`config.mk`:
```
export PLATFORM = sky130hd
export DESIGN_NAME = bldc_start_sequencer
export DESIGN_NICKNAME = d
export VERILOG_FILES = /design/src/rtl/bldc_seq_pkg.sv /design/src/rtl/bldc_hall_edge_detect.sv /design/src/rtl/bldc_start_sequencer.sv
export SDC_FILE = /design/constraint.sdc
export NUM_CORES = 1
export LEC_CHECK = 0
export ABC_AREA = 1
export BUFFER_PORTS_ARGS = -buffer_cell sky130_fd_sc_hd__buf_2
export CAP_MARGIN = 0
export CORE_ASPECT_RATIO = 1.75
export CORE_MARGIN = 2
export CORE_UTILIZATION = 35
export CTS_CLUSTER_DIAMETER = 60
export DETAILED_ROUTE_END_ITERATION = 8
export SLEW_MARGIN = 20
export SYNTH_ARGS = -nofsm -noshare
export SYNTH_HDL_FRONTEND = slang
export SYNTH_HIERARCHICAL = 1
export SYNTH_SLANG_ARGS = --single-unit
```
`constraint.sdc`:
```
create_clock -name i_clk -period 7.5 [get_ports i_clk]
set_input_delay 0 -clock i_clk [delete_from_list [all_inputs] [get_ports i_clk]]
set_output_delay 0 -clock i_clk [all_outputs]
set_load 0.01 [all_outputs]
```
`src/rtl/bldc_seq_pkg.sv`:
```
// Shared types and constants for the BLDC start sequencer: state codes,
// fault-cause codes and the hall codes that can never occur on a healthy sensor.
package bldc_seq_pkg;

    localparam int REF_W  = 12;
    localparam int HALL_W = 3;

    typedef enum logic [2:0] {
        ST_IDLE     = 3'd0,
        ST_ALIGN    = 3'd1,
        ST_RAMP     = 3'd2,
        ST_CLOSED   = 3'd3,
        ST_STOPPING = 3'd4,
        ST_FAULT    = 3'd5
    } seq_state_t;

    typedef enum logic [1:0] {
        CAUSE_NONE         = 2'd0,
        CAUSE_INVALID_HALL = 2'd1,
        CAUSE_STALL        = 2'd2
    } fault_cause_t;

    localparam logic [HALL_W-1:0] HALL_INVALID_LO = 3'b000;
    localparam logic [HALL_W-1:0] HALL_INVALID_HI = 3'b111;

    // All-low or all-high means a disconnected or shorted sensor.
    function automatic logic hall_is_invalid(input logic [HALL_W-1:0] code);
        return (code == HALL_INVALID_LO) || (code == HALL_INVALID_HI);
    endfunction

endpackage

```
`src/rtl/bldc_hall_edge_detect.sv`:
```
// Hall sensor front end: 2-flop synchroniser plus a previous-code register.
// edge/invalid are decoded from flops, so a pin change is acted on by the
// sequencer at the 3rd rising clock after it happens.
module bldc_hall_edge_detect
    import bldc_seq_pkg::*;
(
    input  logic              i_clk,
    input  logic              i_reset,
    input  logic [HALL_W-1:0] i_hall_state,
    output logic              o_edge,
    output logic              o_invalid
);

    logic [HALL_W-1:0] sync1;
    logic [HALL_W-1:0] sync2;
    logic [HALL_W-1:0] prev;

    // Synchronise the asynchronous hall pins and remember the last settled code.
    always_ff @(posedge i_clk or posedge i_reset) begin
        if (i_reset) begin
            sync1 <= '0;
            sync2 <= '0;
            prev  <= '0;
        end else begin
            sync1 <= i_hall_state;
            sync2 <= sync1;
            prev  <= sync2;
        end
    end

    // An edge only counts between two valid codes; a glitch through 000/111 is not rotation.
    always_comb begin
        o_invalid = hall_is_invalid(sync2);
        o_edge    = (sync2 != prev) && !hall_is_invalid(sync2) && !hall_is_invalid(prev);
    end

endmodule

```
`src/rtl/bldc_start_sequencer.sv`:
```
// Motor start supervisor: align -> open-loop ramp -> closed-loop handover,
// controlled ramp-down on stop, and a latched fault on invalid hall or stall.
// Commands (i_start, i_stop, i_clear_fault) are single-cycle pulses sampled on
// the rising clock; there is no handshake, a pulse that is not legal in the
// current state is simply dropped.
module bldc_start_sequencer
    import bldc_seq_pkg::*;
#(
    parameter int unsigned       ALIGN_CYCLES     = 1000000,
    parameter int unsigned       RAMP_STEP_CYCLES = 10000,
    parameter int unsigned       RAMP_STEP        = 8,
    parameter logic [REF_W-1:0]  OPEN_LOOP_DUTY   = 12'h200,
    parameter int unsigned       HANDOVER_EDGES   = 12,
    parameter int unsigned       STALL_CYCLES     = 5000000
) (
    input  logic              i_clk,
    input  logic              i_reset,
    input  logic              i_start,
    input  logic              i_stop,
    input  logic              i_clear_fault,
    input  logic [REF_W-1:0]  i_target_ref,
    input  logic [HALL_W-1:0] i_hall_state,
    output logic              o_enable_control,
    output logic              o_bypass,
    output logic [REF_W-1:0]  o_reference,
    output logic [2:0]        o_state,
    output logic              o_fault,
    output logic [1:0]        o_fault_cause,
    output logic [7:0]        o_edge_count
);

    localparam int unsigned PHASE_MAX = (ALIGN_CYCLES > RAMP_STEP_CYCLES) ? ALIGN_CYCLES : RAMP_STEP_CYCLES;
    localparam int PHASE_W = $clog2(PHASE_MAX + 1);
    localparam int STALL_W = $clog2(STALL_CYCLES + 1);
    localparam int HO_W    = $clog2(HANDOVER_EDGES + 1);
    localparam logic [REF_W:0] STEP13 = (REF_W+1)'(RAMP_STEP);

    seq_state_t         state;
    logic [PHASE_W-1:0] phase_cnt;   // align duration, then ramp step spacing
    logic [STALL_W-1:0] stall_cnt;
    logic [HO_W-1:0]    ho_cnt;      // valid edges seen in RAMP
    logic               hall_edge;
    logic               hall_invalid;

    logic               run_state;
    logic               fault_req;
    logic [1:0]         fault_cause_req;
    logic               stop_req;
    logic               start_accept;
    logic               align_done;
    logic               step_due;
    logic [REF_W:0]     ref_sum;
    logic [REF_W:0]     ref_diff;
    logic [REF_W-1:0]   ref_up;
    logic [REF_W-1:0]   ref_dn;

    bldc_hall_edge_detect u_hall (
        .i_clk        (i_clk),
        .i_reset      (i_reset),
        .i_hall_state (i_hall_state),
        .o_edge       (hall_edge),
        .o_invalid    (hall_invalid)
    );

    assign o_state = state;

    // Request decode and 13-bit clamped reference arithmetic for the ramps.
    always_comb begin
        run_state       = (state == ST_ALIGN) || (state == ST_RAMP) || (state == ST_CLOSED);
        fault_req       = run_state && (hall_invalid ||
                          ((state != ST_ALIGN) && !hall_edge && (stall_cnt == STALL_W'(STALL_CYCLES - 1))));
        fault_cause_req = hall_invalid ? CAUSE_INVALID_HALL : CAUSE_STALL;
        stop_req        = run_state && i_stop;
        // A stop in the same cycle as a start keeps the motor idle.
        start_accept    = (state == ST_IDLE) && i_start && !i_stop;
        align_done      = (phase_cnt == PHASE_W'(ALIGN_CYCLES - 1));
        step_due        = (phase_cnt == PHASE_W'(RAMP_STEP_CYCLES - 1));

        ref_sum  = {1'b0, o_reference} + STEP13;
        ref_diff = {1'b0, o_reference} - STEP13;
        // Ramp up never steps down: a target below the current ref just holds it.
        if (o_reference >= i_target_ref)
            ref_up = o_reference;
        else if (ref_sum > {1'b0, i_target_ref})
            ref_up = i_target_ref;
        else
            ref_up = ref_sum[REF_W-1:0];
        ref_dn = ref_diff[REF_W] ? '0 : ref_diff[REF_W-1:0];
    end

    // Saturating hall-edge count since the last accepted start.
    always_ff @(posedge i_clk or posedge i_reset) begin
        if (i_reset)
            o_edge_count <= '0;
        else if (start_accept)
            o_edge_count <= '0;
        else if ((state != ST_IDLE) && hall_edge && (o_edge_count != 8'hFF))
            o_edge_count <= o_edge_count + 8'd1;
    end

    // Sequencer FSM with registered controller outputs; fault beats stop beats progression.
    always_ff @(posedge i_clk or posedge i_reset) begin
        if (i_reset) begin
            state            <= ST_IDLE;
            o_enable_control <= 1'b0;
            o_bypass         <= 1'b1;
            o_reference      <= '0;
            o_fault          <= 1'b0;
            o_fault_cause    <= CAUSE_NONE;
            phase_cnt        <= '0;
            stall_cnt        <= '0;
            ho_cnt           <= '0;
        end else if (fault_req) begin
            state            <= ST_FAULT;
            o_enable_control <= 1'b0;
            o_bypass         <= 1'b1;
            o_reference      <= '0;
            o_fault          <= 1'b1;
            o_fault_cause    <= fault_cause_req;
        end else if (stop_req) begin
            // Ramp-down starts from whatever reference is being applied now.
            state     <= ST_STOPPING;
            o_bypass  <= 1'b1;
            phase_cnt <= '0;
        end else begin
            case (state)
                ST_IDLE: begin
                    if (start_accept) begin
                        state            <= ST_ALIGN;
                        o_enable_control <= 1'b1;
                        o_bypass         <= 1'b1;
                        o_reference      <= OPEN_LOOP_DUTY;
                        phase_cnt        <= '0;
                    end
                end
                ST_ALIGN: begin
                    if (align_done) begin
                        state     <= ST_RAMP;
                        phase_cnt <= '0;
                        stall_cnt <= '0;
                        ho_cnt    <= '0;
                    end else begin
                        phase_cnt <= phase_cnt + PHASE_W'(1);
                    end
                end
                ST_RAMP: begin
                    if (hall_edge && (ho_cnt == HO_W'(HANDOVER_EDGES - 1))) begin
                        state       <= ST_CLOSED;
                        o_bypass    <= 1'b0;
                        o_reference <= i_target_ref;
                        stall_cnt   <= '0;
                    end else begin
                        if (hall_edge) begin
                            ho_cnt    <= ho_cnt + HO_W'(1);
                            stall_cnt <= '0;
                        end else begin
                            stall_cnt <= stall_cnt + STALL_W'(1);
                        end
                        if (step_due) begin
                            phase_cnt   <= '0;
                            o_reference <= ref_up;
                        end else begin
                            phase_cnt <= phase_cnt + PHASE_W'(1);
                        end
                    end
                end
                ST_CLOSED: begin
                    o_reference <= i_target_ref;
                    stall_cnt   <= hall_edge ? '0 : stall_cnt + STALL_W'(1);
                end
                ST_STOPPING: begin
                    if (o_reference == '0) begin
                        state            <= ST_IDLE;
                        o_enable_control <= 1'b0;
                        o_bypass         <= 1'b1;
                    end else if (step_due) begin
                        phase_cnt   <= '0;
                        o_reference <= ref_dn;
                    end else begin
                        phase_cnt <= phase_cnt + PHASE_W'(1);
                    end
                end
                ST_FAULT: begin
                    if (i_clear_fault) begin
                        state         <= ST_IDLE;
                        o_fault       <= 1'b0;
                        o_fault_cause <= CAUSE_NONE;
                    end
                end
                default: begin
                    state            <= ST_IDLE;
                    o_enable_control <= 1'b0;
                    o_bypass         <= 1'b1;
                    o_reference      <= '0;
                end
            endcase
        end
    end

endmodule

```
## Yosys cells after proc, flatten, opt, wreduce, memory -nomap -nowiden

Cells that the tools add are included.

- Flip-flop bits (word level): 84
- Input bits: 20

- Add/subtract/negate cells: 6
- Order comparisons: 2
- Eq/ne operators: 36
- Multiplexer cells: 55
- Bitwise gates (word level): 2
- Reductions and logical operators: 42

Operators with widths:

| operator | number |
|---|---|
| 12-bit 2-to-1 mux | 10 |
| 20-bit 2-to-1 mux | 6 |
| 20-bit one-hot mux with 4 select lines | 1 |
| 23-bit 2-to-1 mux | 3 |
| 23-bit one-hot mux with 3 select lines | 1 |
| 12-bit one-hot mux with 5 select lines | 1 |
| 3-bit != test (second input constant) | 8 |
| 23-bit by 1-bit adder with 23-bit output (second input constant) | 1 |
| 23-bit == test (second input constant) | 1 |
| 3-bit 2-to-1 mux | 7 |
| 20-bit by 1-bit adder with 20-bit output (second input constant) | 1 |
| 20-bit by 14-bit == test with 1-bit output (second input constant) | 1 |
| 20-bit == test (second input constant) | 1 |
| 3-bit one-hot mux with 6 select lines | 1 |
| 8-bit 2-to-1 mux | 2 |
| 4-bit != test (second input constant) | 4 |
| 12-bit by 4-bit adder with 13-bit output (second input constant) | 1 |
| 13-bit by 12-bit > comparator with 1-bit output | 1 |
| 12-bit by 4-bit subtractor with 13-bit output (second input constant) | 1 |
| 3-bit == test (second input constant) | 4 |
| 12-bit greater-or-equal comparator | 1 |
| 12-bit zero test | 1 |
| 1-bit 2-to-1 mux | 12 |
| 4-bit 2-to-1 mux | 3 |
| 31 further kinds | 70 |

## Depth between registers and ports, before layout

- Word-level depth: 12
- Depth in mapped cells: 20
- Gate-level depth less buffers: 20

## Modules after synthesis

Netlist, hierarchy kept.

By module, submodules not included:

| module | instances | cells each | area an instance (um^2) | seq. area each (um^2) |
|---|---|---|---|---|
| bldc_start_sequencer | 1 | 915 | 6,105.9 | 1,878.1 |
| bldc_hall_edge_detect | 1 | 34 | 331.6 | 225.2 |

## Worst setup path after synthesis

No wires, ideal clock.

- Kind: register to register
- From: register o_reference[5]
- To: register o_reference[1]
- Data arrival time: 2.621 ns
- Required time: 7.383 ns
- Setup slack: 4.762 ns
- Stages on the path, launching flop included: 21
- Path buffers: 2
- Clock period less this slack: 2.738 ns
- Cells stage by stage: dfrtp_1 buf_2 nand2_1 nor3_1 nand2_1 nor2_1 xor2_1 inv_1 ha_1 a21o_1 a21oi_1 nand2_1 inv_1 nand2_1 nand2_1 clkbuf_1 nand3_1 nand2_1 nor2_1 nand2_1 nand2_1

- Word-level cells in the longest chain between the ends: 9
- Elaborated cells between the ends (all ways): 18
- Classes of those cells: 2 x add/sub; 2 x order compare; 2 x eq/ne; 10 x mux; 2 x reduce/logical

RTL lines:

| element | line | source |
|---|---|---|
| start, declared | bldc_start_sequencer.sv:25 | `output logic [REF_W-1:0] o_reference,` |
| start signal, assigned | bldc_start_sequencer.sv:150 | `o_reference <= i_target_ref;` |
| start signal, assigned | bldc_start_sequencer.sv:161 | `o_reference <= ref_up;` |
| start signal, assigned | bldc_start_sequencer.sv:168 | `o_reference <= i_target_ref;` |
| 12-bit by 4-bit adder with 13-bit output | bldc_start_sequencer.sv:79 | `ref_sum = {1'b0, o_reference} + STEP13;` |
| 13-bit by 12-bit > comparator with 1-bit output | bldc_start_sequencer.sv:84 | `else if (ref_sum > {1'b0, i_target_ref})` |
| 12-bit 2-to-1 mux | bldc_start_sequencer.sv:84 |  |
| 12-bit 2-to-1 mux | bldc_start_sequencer.sv:82 | `if (o_reference >= i_target_ref)` |
| 12-bit 2-to-1 mux | bldc_start_sequencer.sv:159 | `if (step_due) begin` |
| 12-bit 2-to-1 mux | bldc_start_sequencer.sv:147 | `if (hall_edge && (ho_cnt == HO_W'(HANDOVER_EDGES - 1))) begin` |
| 12-bit one-hot mux with 5 select lines | bldc_start_sequencer.sv:126 | `case (state)` |
| 12-bit 2-to-1 mux | bldc_start_sequencer.sv:120 | `end else if (stop_req) begin` |
| 12-bit 2-to-1 mux | bldc_start_sequencer.sv:113 | `end else if (fault_req) begin` |

Parallel ways exist; a longest one is shown, timed or not. The select of a mux whose other input is x is not followed.
A chain may end at the register's enable or synchronous reset.

## Final worst setup path

- From: register o_reference[3]
- To: register o_reference[10]

Same word-level chain as after synthesis.

==> reports/summary.txt <==
Yosys warns -> 6
Layout fillers -> 1933
Drt pass-1 iters -> 5
Unrepaired setup endpoints after global routing -> no
Num CTS Buffers -> 9
Largest net degree at the start of global routing -> 76
Syn-to-layout area delta -> 12.48%
First-iteration detailed-routing DRC count -> 388
Setup Fix Bufs, Post-CTS -> 0
Setup-failing EPs final -> 0
Multi-input gate area -> 3680 sq um
Final hold vios -> 0
Remaining DRCs -> 0
Cts hold-fix bufs -> 7
Status -> finished, final reports clean
Setup slack after layout -> 4104 ps
Global Route Usage Sum -> 0.1955
Crit path time final -> 3396 ps
Fmax -> 294.4 MHz
HP Start -> i_target_ref[1]
CTS sink count -> 84
R2R cell count -> 17
Die W -> 106.5 microns
Slew @ Worst Pin -> 731.1 ps
H-tree depth -> 3
Clk_lat worst skew -> 350 ps
CTS resizes -> 0
Power per cell area -> 286.7 nW/um^2
Die Y-Extent -> 183.4 microns
Critical path type -> flop to flop
Antenna diode count -> 0
Number of synthesized register bits -> 84
Floorplan Core Area -> 18050 sq um
Syn nets -> 996
GR Overflow Total -> 0
Hold depth -> 5
Root buffer cell -> clkbuf_16
FF+latch area -> 2103 sq um
First-pass GRT wire length -> 30260 microns
Final clock skew -> 12.48 ps
Nets -> 1042
Post-DP HPWL -> 14240 microns
Fraction of layout cells with a size suffix above 1 -> 0.1060
Remaining antenna violation count after routing -> 0
Share of the clock period used by the worst path -> 0.4528
Number of I/O port buffers -> 47
Worst Hold Class -> input pin to flop
Synthesized area -> 6437 sq um
CP startpoint kind -> flop
CTS tree -> done
Routed vias/inst -> 5.093
TNS Setup -> 0 ps
Slew headroom -> 0.5126
Initial antenna violation count -> 0
Sequential area share after synthesis -> 0.3267
Setup crit end kind -> flop
Final core occ -> 0.4010
Crit path max fanout -> 12
GPL Wtd Cong -> 0.9111
RR Endpoint -> o_reference[10]$_DFFE_PP0P_
Post-Syn Instances -> 949
Leakage power -> 0.003519 uW
Place WS -> 4159 ps
Worst flop-to-flop path startpoint -> o_reference[3]$_DFFE_PP0P_
Hold EP -> o_reference[1]$_DFFE_PP0P_
Top FF cell, synth -> dfrtp_1
Reg2reg setup slack -> 4100 ps
Row Count -> 65
Wire length per cell -> 15.14 microns
WP data required -> 7790 ps
Number of global-route vias before repair -> 6088
Syn Area/Cell -> 6.783 sq um
Top Ports -> 48
CTS clk-pin slew, worst paths -> 70 ps
Total number of vias -> 6285
Commonest cells after routing, fill and taps aside -> nand2_1, inv_1, nand3_1
Peak VDD IR -> 139.7 uV
Starting Density -> 0.3565
DIE AREA -> 19540 sq um
Most common cell after layout, fill and taps aside -> nand2_1
Total Routed Length -> 18690 microns
Max-cap violation count -> 0
Critical path arrival -> 3690 ps
Synth cell types -> 49
Synth async-reset ratio -> 1.000
Post-synth EDFFs -> 0
Fin. max-slew vios -> 0
Buffer depth of the longest clock path -> 2
-- logic make-up after synthesis --
| logic type | synth area share |
|---|---|
| AND/OR/NAND/NOR | 0.3683 |
| buffers and inverters | 0.1017 |
| AO/OA/AOI/OAI | 0.1100 |
| flip-flops | 0.3267 |
| XOR/XNOR | 0.04082 |
| adder cells (fa/ha/maj) | 0.05248 |
-- worst max path at each step --
stage | startpoint | end
6_report | o_reference[3]$_DFFE_PP0P_ | o_reference[10]$_DFFE_PP0P_
5_1_grt | u_hall/sync2[2]$_DFF_PP0_ | o_reference[11]$_DFFE_PP0P_
4_1_cts | o_reference[3]$_DFFE_PP0P_ | o_reference[10]$_DFFE_PP0P_
3_5_place_dp | o_reference[3]$_DFFE_PP0P_ | o_reference[10]$_DFFE_PP0P_
3_3_place_gp | u_hall/sync2[1]$_DFF_PP0_ | o_reference[11]$_DFFE_PP0P_
2_1_floorplan | o_reference[5]$_DFFE_PP0P_ | o_reference[1]$_DFFE_PP0P_
-- metrics by stage --
stage / instances / hold WS, ps / total power, uW / area, sq um
4_1_cts: 1234 / 3.488 / 2094 / 7237
6_report: 1234 / 2.339 / 2076 / 7241
3_3_place_gp: 1211 / -10.44 / 1602 / 6853
5_1_grt: 1234 / 34.36 / 2226 / 7241
3_5_place_dp: 1211 / -13.61 / 1605 / 6853
2_1_floorplan: 949 / -172.1 / 1350 / 6437
-- worst max-delay path: stages (launching register included) --
cell and delay, ps:
dfrtp_1 620, ha_1 270, nand3_1 110, nor2_1 110, inv_1 90, nor3_1 200
xor2_1 230, inv_1 60, ha_1 290, and3_1 180, nand4_1 100, nand2_1 340
nand2_1 320, nand2_1 140, nand3_1 70, nand2_1 70, nand2_1 60, nand2_1 60
-- where the power goes --
group	switching, uW	internal, uW
clock network	194	286
registers	101	523
logic	681	290
-- area by class of cell --
class                           instances  share of cell area
Clock inverter                          3            0.006048
Inverter                              139             0.07275
Tap cell                              234             0.04044
Timing Repair Buffer                   56             0.04476
Multi-Input combinational cell        705              0.5082
Sequential cell                        84              0.2905
Clock buffer                           13             0.03733
-- registers in the layout (all words and copies together), names as in the netlist --
register / flops
o_fault_cause: 2
ho_cnt: 4
o_enable_control: 1
u_hall/sync2: 3
o_edge_count: 8
o_fault: 1
u_hall/sync1: 3
o_reference: 12
o_bypass: 1
phase_cnt: 20
u_hall/prev: 3
o_state: 3
stall_cnt: 23
-- cell usage after synthesis, types with 6 or more instances --
| library cell | count | area, sq um |
|---|---|---|
| nand2_1 | 248 | 930.9 |
| inv_1 | 129 | 484.2 |
| nand3_1 | 100 | 500.5 |
| nor2_1 | 88 | 330.3 |
| dfrtp_1 | 83 | 2077 |
| o21ai_0 | 45 | 225.2 |
| nor3_1 | 35 | 175.2 |
| a21oi_1 | 30 | 150.1 |
| ha_1 | 27 | 337.8 |
| xor2_1 | 26 | 227.7 |
| nand4_1 | 20 | 125.1 |
| o21ai_1 | 12 | 60.06 |
| clkbuf_1 | 8 | 30.03 |
| nor2_4 | 7 | 78.83 |
| o21a_1 | 7 | 52.55 |
| a211oi_1 | 6 | 45.04 |
| inv_2 | 6 | 22.52 |
| nand2_2 | 6 | 37.54 |
| o22ai_1 | 6 | 37.54 |
-- routing by layer --
layer | global-route usage | vias to the layer above | wire [microns]
li1 | - | 3182 | -
met1 | 0.2056 | 2919 | 7050
met2 | 0.3810 | 146 | 10530
met3 | 0.02310 | 38 | 553
met4 | 0.08623 | 0 | 551
met5 | 0 | - | 0
Power figures use the tool's default switching activity.
